File: src/rtl/gshare_pht_ctrl.sv
// Gshare pattern-history-table controller: sweeps the single-port PHT SRAM to INIT_VALUE after
// reset, then arbitrates predict reads against read-modify-write counter updates.
// Optional macro PHT_UPDATE_BUF_EN: 2-entry in-order update FIFO instead of one register.
module gshare_pht_ctrl #(
  parameter int unsigned INDEX_W      = 8,
  parameter int unsigned STARVE_LIMIT = 4,
  parameter logic [1:0]  INIT_VALUE   = 2'b01
) (
  input  logic               clk,
  input  logic               rst_n,
  input  logic               predict_valid,
  output logic               predict_ready,
  input  logic [INDEX_W-1:0] predict_index,
  output logic               predict_resp_valid,
  output logic [1:0]         predict_resp_ctr,
  input  logic               update_valid,
  output logic               update_ready,
  input  logic [INDEX_W-1:0] update_index,
  input  logic               update_taken,
  output logic               init_done,
  output logic               pht_csb,
  output logic               pht_web,
  output logic [INDEX_W-1:0] pht_addr,
  output logic [1:0]         pht_din,
  input  logic [1:0]         pht_dout
);

`ifdef PHT_UPDATE_BUF_EN
  localparam int unsigned UpdDepth = 2;
`else
  localparam int unsigned UpdDepth = 1;
`endif
  localparam int unsigned CntW    = $clog2(UpdDepth + 1);
  localparam int unsigned StarveW = (STARVE_LIMIT < 1) ? 1 : $clog2(STARVE_LIMIT + 1);

  typedef enum logic [1:0] {StInit, StAccept, StUpdWr} state_e;

  state_e               state_q, state_d;
  logic [INDEX_W-1:0]   sweep_q, sweep_d;
  logic [StarveW-1:0]   starve_q, starve_d;
  logic                 resp_valid_q, resp_valid_d;
  logic [INDEX_W-1:0]   upd_idx_q [UpdDepth];
  logic [INDEX_W-1:0]   upd_idx_d [UpdDepth];
  logic                 upd_tkn_q [UpdDepth];
  logic                 upd_tkn_d [UpdDepth];
  logic [CntW-1:0]      upd_cnt_q, upd_cnt_d;
  logic [CntW-1:0]      wr_pos;

  logic upd_pending, starved, pred_grant, upd_push, upd_pop;

  function automatic logic [1:0] sat_update(input logic [1:0] ctr, input logic taken);
    if (taken) begin
      return (ctr == 2'b11) ? ctr : ctr + 2'b01;
    end
    return (ctr == 2'b00) ? ctr : ctr - 2'b01;
  endfunction

  assign upd_pending = (upd_cnt_q != '0);
  assign starved     = upd_pending && (starve_q == StarveW'(STARVE_LIMIT));
  assign init_done   = (state_q != StInit);
  // Readiness is based on the registered count, so a push is refused while full even on a pop.
  assign update_ready = rst_n && (state_q != StInit) && (upd_cnt_q != CntW'(UpdDepth));
  assign upd_push     = update_valid && update_ready;

  assign predict_resp_valid = resp_valid_q;
  assign predict_resp_ctr   = resp_valid_q ? pht_dout : 2'b00;

  always_comb begin
    state_d       = state_q;
    sweep_d       = sweep_q;
    starve_d      = starve_q;
    pht_csb       = 1'b1;
    pht_web       = 1'b1;
    pht_addr      = '0;
    pht_din       = 2'b00;
    predict_ready = 1'b0;
    pred_grant    = 1'b0;
    upd_pop       = 1'b0;

    unique case (state_q)
      StInit: begin
        pht_csb  = 1'b0;
        pht_web  = 1'b0;
        pht_addr = sweep_q;
        pht_din  = INIT_VALUE;
        sweep_d  = sweep_q + 1'b1;
        if (&sweep_q) state_d = StAccept;
      end
      StAccept: begin
        predict_ready = !starved;
        pred_grant    = predict_valid && !starved;
        if (pred_grant) begin
          pht_csb  = 1'b0;
          pht_addr = predict_index;
          if (upd_pending) starve_d = starve_q + 1'b1;
        end else if (upd_pending) begin
          pht_csb  = 1'b0;
          pht_addr = upd_idx_q[0];
          starve_d = '0;
          state_d  = StUpdWr;
        end
      end
      StUpdWr: begin
        pht_csb  = 1'b0;
        pht_web  = 1'b0;
        pht_addr = upd_idx_q[0];
        pht_din  = sat_update(pht_dout, upd_tkn_q[0]);
        upd_pop  = 1'b1;
        state_d  = StAccept;
      end
      default: state_d = StInit;
    endcase

    // Keep the SRAM port quiet while reset is held.
    if (!rst_n) begin
      pht_csb       = 1'b1;
      pht_web       = 1'b1;
      pht_addr      = '0;
      pht_din       = 2'b00;
      predict_ready = 1'b0;
      pred_grant    = 1'b0;
    end
  end

  assign resp_valid_d = pred_grant;

  always_comb begin
    upd_idx_d = upd_idx_q;
    upd_tkn_d = upd_tkn_q;
    if (upd_pop) begin
      for (int i = 0; i < int'(UpdDepth) - 1; i++) begin
        upd_idx_d[i] = upd_idx_q[i+1];
        upd_tkn_d[i] = upd_tkn_q[i+1];
      end
    end
    wr_pos = upd_pop ? upd_cnt_q - 1'b1 : upd_cnt_q;
    for (int i = 0; i < int'(UpdDepth); i++) begin
      if (upd_push && (CntW'(i) == wr_pos)) begin
        upd_idx_d[i] = update_index;
        upd_tkn_d[i] = update_taken;
      end
    end
    upd_cnt_d = upd_cnt_q + CntW'(upd_push) - CntW'(upd_pop);
  end

  always_ff @(posedge clk) begin
    if (!rst_n) begin
      state_q      <= StInit;
      sweep_q      <= '0;
      starve_q     <= '0;
      resp_valid_q <= 1'b0;
      upd_cnt_q    <= '0;
      for (int i = 0; i < int'(UpdDepth); i++) begin
        upd_idx_q[i] <= '0;
        upd_tkn_q[i] <= 1'b0;
      end
    end else begin
      state_q      <= state_d;
      sweep_q      <= sweep_d;
      starve_q     <= starve_d;
      resp_valid_q <= resp_valid_d;
      upd_cnt_q    <= upd_cnt_d;
      upd_idx_q    <= upd_idx_d;
      upd_tkn_q    <= upd_tkn_d;
    end
  end

endmodule

File: config.mk
export PLATFORM = sky130hd
export DESIGN_NAME = gshare_pht_ctrl
export DESIGN_NICKNAME = d
export VERILOG_FILES = /design/src/rtl/gshare_pht_ctrl.sv
export SDC_FILE = /design/constraint.sdc
export NUM_CORES = 1
export LEC_CHECK = 0
export BUFFER_PORTS_ARGS = -buffer_cell sky130_fd_sc_hd__clkbuf_2
export CELL_PAD_IN_SITES_DETAIL_PLACEMENT = 1
export CELL_PAD_IN_SITES_GLOBAL_PLACEMENT = 1
export CORE_MARGIN = 10
export CORE_UTILIZATION = 33
export CTS_CLUSTER_SIZE = 40
export DETAILED_ROUTE_END_ITERATION = 8
export GPL_TIMING_DRIVEN = 0
export HOLD_SLACK_MARGIN = 0.02
export MAX_ROUTING_LAYER = met4
export PLACE_DENSITY_LB_ADDON = 0.2
export SKIP_CTS_REPAIR_TIMING = 1
export SYNTH_ARGS = -nofsm -noshare
export SYNTH_HDL_FRONTEND = slang
export SYNTH_SLANG_ARGS = --single-unit
File: constraint.sdc
create_clock -name clk -period 1.4 [get_ports clk]
set_clock_uncertainty 0.05 [all_clocks]
set_input_delay 0.07 -clock clk [delete_from_list [all_inputs] [get_ports clk]]
set_output_delay 0.07 -clock clk [all_outputs]
set_load 0.03 [all_outputs]
==> report_table.html <==
<table>
<tr><th>Metric</th><th>Value</th></tr>
<tr><th colspan="2">Clocking</th></tr>
<tr><td>Maximum level of the CTS H-tree</td><td>1</td></tr>
<tr><td>Clock latency of the later-clocked register in the worst-skew pair</td><td>roughly 0.27 ns</td></tr>
<tr><td>Number of sinks handled by clock tree synthesis</td><td>24</td></tr>
<tr><td>Clock tree root driver cell</td><td>clkbuf_8</td></tr>
<tr><td>Clock tree from TritonCTS</td><td>yes</td></tr>
<tr><td>TritonCTS Buffers</td><td>3</td></tr>
<tr><td>Bufs on Longest Clock Path</td><td>2</td></tr>
<tr><td>Clock edge transition at the registers on the reported setup and hold paths</td><td>0.09 ns</td></tr>
<tr><th colspan="2">Power</th></tr>
<tr><td>Maximum ir drop on the vdd rail</td><td>~0.00041 V</td></tr>
<tr><td>Static leakage</td><td>0.000788 uW</td></tr>
<tr><td>Total power</td><td>between 1000 and 1500 uW</td></tr>
<tr><td>Power per standard cell area</td><td>579 mW/mm^2</td></tr>
<tr><th colspan="2">Floorplanning</th></tr>
<tr><td>Die Area</td><td>0.00736 mm^2</td></tr>
<tr><td>Die Height</td><td>85.8 um</td></tr>
<tr><td>Die boundary width</td><td>85.8 um</td></tr>
<tr><td>IO Count</td><td>41</td></tr>
<tr><td>Site row count</td><td>23</td></tr>
<tr><td>Core area</td><td>about 0.004 mm^2</td></tr>
<tr><td>Initial standard-cell utilization of the core</td><td>34.9%</td></tr>
<tr><th colspan="2">Timing</th></tr>
<tr><td>Timing-limited maximum frequency</td><td>0.581 GHz</td></tr>
<tr><td>Count of endpoints failing setup in the final report</td><td>13</td></tr>
<tr><td>Total Neg Setup Slack</td><td>-2.79 ns</td></tr>
<tr><td>Final Worst Setup Slack</td><td>-0.322 ns</td></tr>
<tr><td>Clock period minus worst slack</td><td>1.72 ns</td></tr>
<tr><td>Slew HR</td><td>~60%</td></tr>
<tr><td>Transition time at the pin with the least slew margin</td><td>0.577 ns</td></tr>
<tr><td>RSZ-0062 raised after global routing</td><td>true</td></tr>
<tr><td>Final hold violation count</td><td>1</td></tr>
<tr><td>Worst hold margin</td><td>-0.0163 ns</td></tr>
<tr><td>Number of pins with negative max-slew slack in the final report</td><td>0</td></tr>
<tr><td>Post-route fraction of the period consumed by the critical path</td><td>123%</td></tr>
<tr><th colspan="2">Drt</th></tr>
<tr><td>Routed WL per cell</td><td>a little under 20 um</td></tr>
<tr><td>Total number of vias</td><td>~1600</td></tr>
<tr><td>Routed Wire Length</td><td>5770 um</td></tr>
<tr><td>Number of design-rule violations left by the first detailed-router iteration</td><td>between 70 and 80</td></tr>
<tr><td>Post-detailed-route DRC marker count</td><td>0</td></tr>
<tr><td>Antenna-violating nets left</td><td>0</td></tr>
<tr><td>Routed via count divided by cell count</td><td>5.46</td></tr>
<tr><td>Detailed Routing Iterations Pass 1</td><td>4</td></tr>
<tr><th colspan="2">Finish</th></tr>
<tr><td>Share of layout cells above drive strength 1</td><td>47.3%</td></tr>
<tr><td>Fill count</td><td>480</td></tr>
<tr><td>Non-Filler Instances</td><td>296</td></tr>
<tr><td>Share of the core filled with cells in the final layout</td><td>56.2%</td></tr>
<tr><td>Nets</td><td>approximately 270</td></tr>
<tr><td>Area Growth Syn to Fin</td><td>60.7%</td></tr>
<tr><th colspan="2">Status</th></tr>
<tr><td>Result of the run</td><td>finished, violations left</td></tr>
<tr><td>Violations in the final reports</td><td>negative hold slack, negative setup slack</td></tr>
<tr><th colspan="2">Synth</th></tr>
<tr><td>Summed instance area of the synthesized netlist</td><td>0.00143 mm^2</td></tr>
<tr><td>Distinct cells, synth</td><td>35</td></tr>
<tr><td>Post-synth net total</td><td>213</td></tr>
<tr><td>Area share of the largest cell type after synthesis</td><td>33.7%</td></tr>
<tr><td>Predominant post-synthesis flop cell</td><td>dfxtp_1</td></tr>
<tr><td>Register bit count reported by yosys</td><td>24</td></tr>
<tr><td>Asr flop ratio synth</td><td>0%</td></tr>
<tr><td>Sequential area share after synthesis</td><td>33.7%</td></tr>
<tr><td>Count of warnings emitted by yosys</td><td>0</td></tr>
<tr><td>Library cell with the largest summed area after synthesis</td><td>dfxtp_1</td></tr>
<tr><td>Largest cells by area after synthesis</td><td>dfxtp_1 34%, a21oi_1 7.7%, nand3_1 7.7%</td></tr>
<tr><td>Mean area per synthesized cell</td><td>7.63 um^2</td></tr>
<tr><td>Synthesized instance count</td><td>187</td></tr>
<tr><td>Count of flip-flops with a built-in enable after synthesis</td><td>0</td></tr>
<tr><th colspan="2">Min path</th></tr>
<tr><td>Path category of the worst min-delay check</td><td>input pin to register</td></tr>
<tr><th colspan="2">Setup path</th></tr>
<tr><td>Critical setup path kind</td><td>register to output port</td></tr>
<tr><td>Worst flop-to-flop path startpoint</td><td>state_q[1]</td></tr>
<tr><td>Critical path data arrival time</td><td>1.60 ns</td></tr>
<tr><td>R2r worst-path depth</td><td>6</td></tr>
<tr><td>FF-to-FF End</td><td>sweep_q[4]</td></tr>
<tr><td>Required time at the endpoint of the critical path</td><td>between 1 and 1.5 ns</td></tr>
<tr><td>Critical path startpoint category</td><td>register</td></tr>
<tr><td>End of the critical path</td><td>pht_addr[4]</td></tr>
<tr><td>Launching instance or port of the critical path</td><td>state_q[1]</td></tr>
<tr><td>Endpoint kind of the worst setup timing path</td><td>output port</td></tr>
<tr><td>Reg2reg setup slack</td><td>-0.09 ns</td></tr>
<tr><td>Critical-path maximum fanout</td><td>9</td></tr>
<tr><th colspan="2">Placement</th></tr>
<tr><td>Post-detail-place hpwl</td><td>between 3000 and 4000 um</td></tr>
<tr><td>Final weighted congestion of routability-driven global placement</td><td>0.773</td></tr>
<tr><td>Count of input and output buffers</td><td>40</td></tr>
<tr><td>Number of placed instances, taps included</td><td>around 280</td></tr>
<tr><th colspan="2">GRT</th></tr>
<tr><td>Residual overflow from global routing</td><td>0</td></tr>
<tr><td>Number of antenna violations at the first check in global routing</td><td>0</td></tr>
<tr><td>Vias in the first global route</td><td>1551</td></tr>
<tr><td>Pin count of the biggest net entering global routing</td><td>13</td></tr>
<tr><td>Global-route total usage across every layer</td><td>13.2%</td></tr>
<tr><td>Global-route wire length before repair</td><td>7910 um</td></tr>
<tr><th colspan="2">Run</th></tr>
<tr><td>Max-cap violation count</td><td>0</td></tr>
</table>
[cells in the final DEF, fill, tap and decap left out, types with 3 or more instances in the layout]
master,instances
mux2i_1,8
clkbuf_2,26
nand3_1,13
a31oi_4,8
dlygate4sd3_1,7
inv_1,5
nor2_1,3
inv_2,3
buf_4,10
a21oi_2,4
or2_4,7
o21ai_0,6
dfxtp_2,7
o31ai_1,3
a21oi_1,18
dfxtp_1,15
nand2_1,26
nand3_2,8
clkbuf_8,3
and2_1,3
buf_8,4
buf_6,16
nor3b_1,3
[kinds of logic after synthesis]
family                     count (synthesis)  share of synthesized area, %
DFF                                       24                          33.7
buffers and inverters                     20                          6.57
adders and majority gates                  4                          3.33
AOI/OAI and AO/OA                         44                          17.5
and+or+nand+nor                           85                          32.1
xor gates and xnor gates                   2                          1.23
muxes                                      8                          5.61
[sequential cells by signal (all words and copies together), names as in the netlist]
signal,count
upd_cnt_q,1
upd_tkn_q,1
predict_resp_valid,1
state_q,2
sweep_q,8
starve_q,3
upd_idx_q,8
[metal layers]
metal / GRT usage, % / share of wire (%) / vias to the layer above
li1: - / - / 785
met1: 16.5 / 45 / 788
met2: 21.5 / 50 / 32
met3: 2.55 / 4.0 / 10
met4: 3.14 / 1.2 / 0
met5: - / 0 / -
[stage by stage]
stage	cell area [um^2]	setup WS, ns
6_report	2290	-0.322
3_5_place_dp	1840	-0.449
2_1_floorplan	1580	-0.0577
3_3_place_gp	1840	-0.419
4_1_cts	1880	-0.750
5_1_grt	2290	-0.393
[power breakdown]
group	switching, uW	internal (uW)
clock	246	193
sequential	10.8	688
combinational	102	87.1
[critical path, stage by stage (launching register included)]
cell,delay (ns)
dfxtp_1,0.32
buf_6,0.13
and3b_1,0.23
buf_6,0.15
nand3_1,0.14
a31oi_4,0.21
buf_6,0.15
[how the worst min path moves through the flow]
stage / endpoint / slack (ns) / start / cells past startpoint
after floorplan: predict_resp_valid / 0.14 / predict_valid / 1
after global placement: upd_idx_q[3] / 0.25 / update_index[3] / 3
after detailed placement: upd_idx_q[4] / 0.25 / update_index[4] / 3
after CTS: upd_idx_q[4] / -0.03 / update_index[4] / 3
after global routing: upd_idx_q[0] / 0.007 / update_index[0] / 3
final: upd_idx_q[3] / -0.02 / update_index[3] / 3
[cells in the mapped netlist (all sizes together) (5+ instances only)]
cell type / instances
o21ai: 7
inv: 8
mux2i: 8
buf: 5
nand2: 28
dfxtp: 24
clkbuf: 7
nand3: 22
or2: 8
a21oi: 22
a31oi: 8
[layout make-up]
cell class | instances | area, um^2 | area share [%]
Buffer | 10 | 113 | 4.91
Antenna cell | 1 | 2.50 | 0.109
Timing Repair Buffer | 56 | 415 | 18.1
Sequential cell | 24 | 497 | 21.6
Tap cell | 50 | 62.6 | 2.73
Multi-Input combinational cell | 144 | 1130 | 49.4
Inverter | 8 | 30.0 | 1.31
Clock buffer | 3 | 41.3 | 1.80
(Power assumes the default switching activity.)
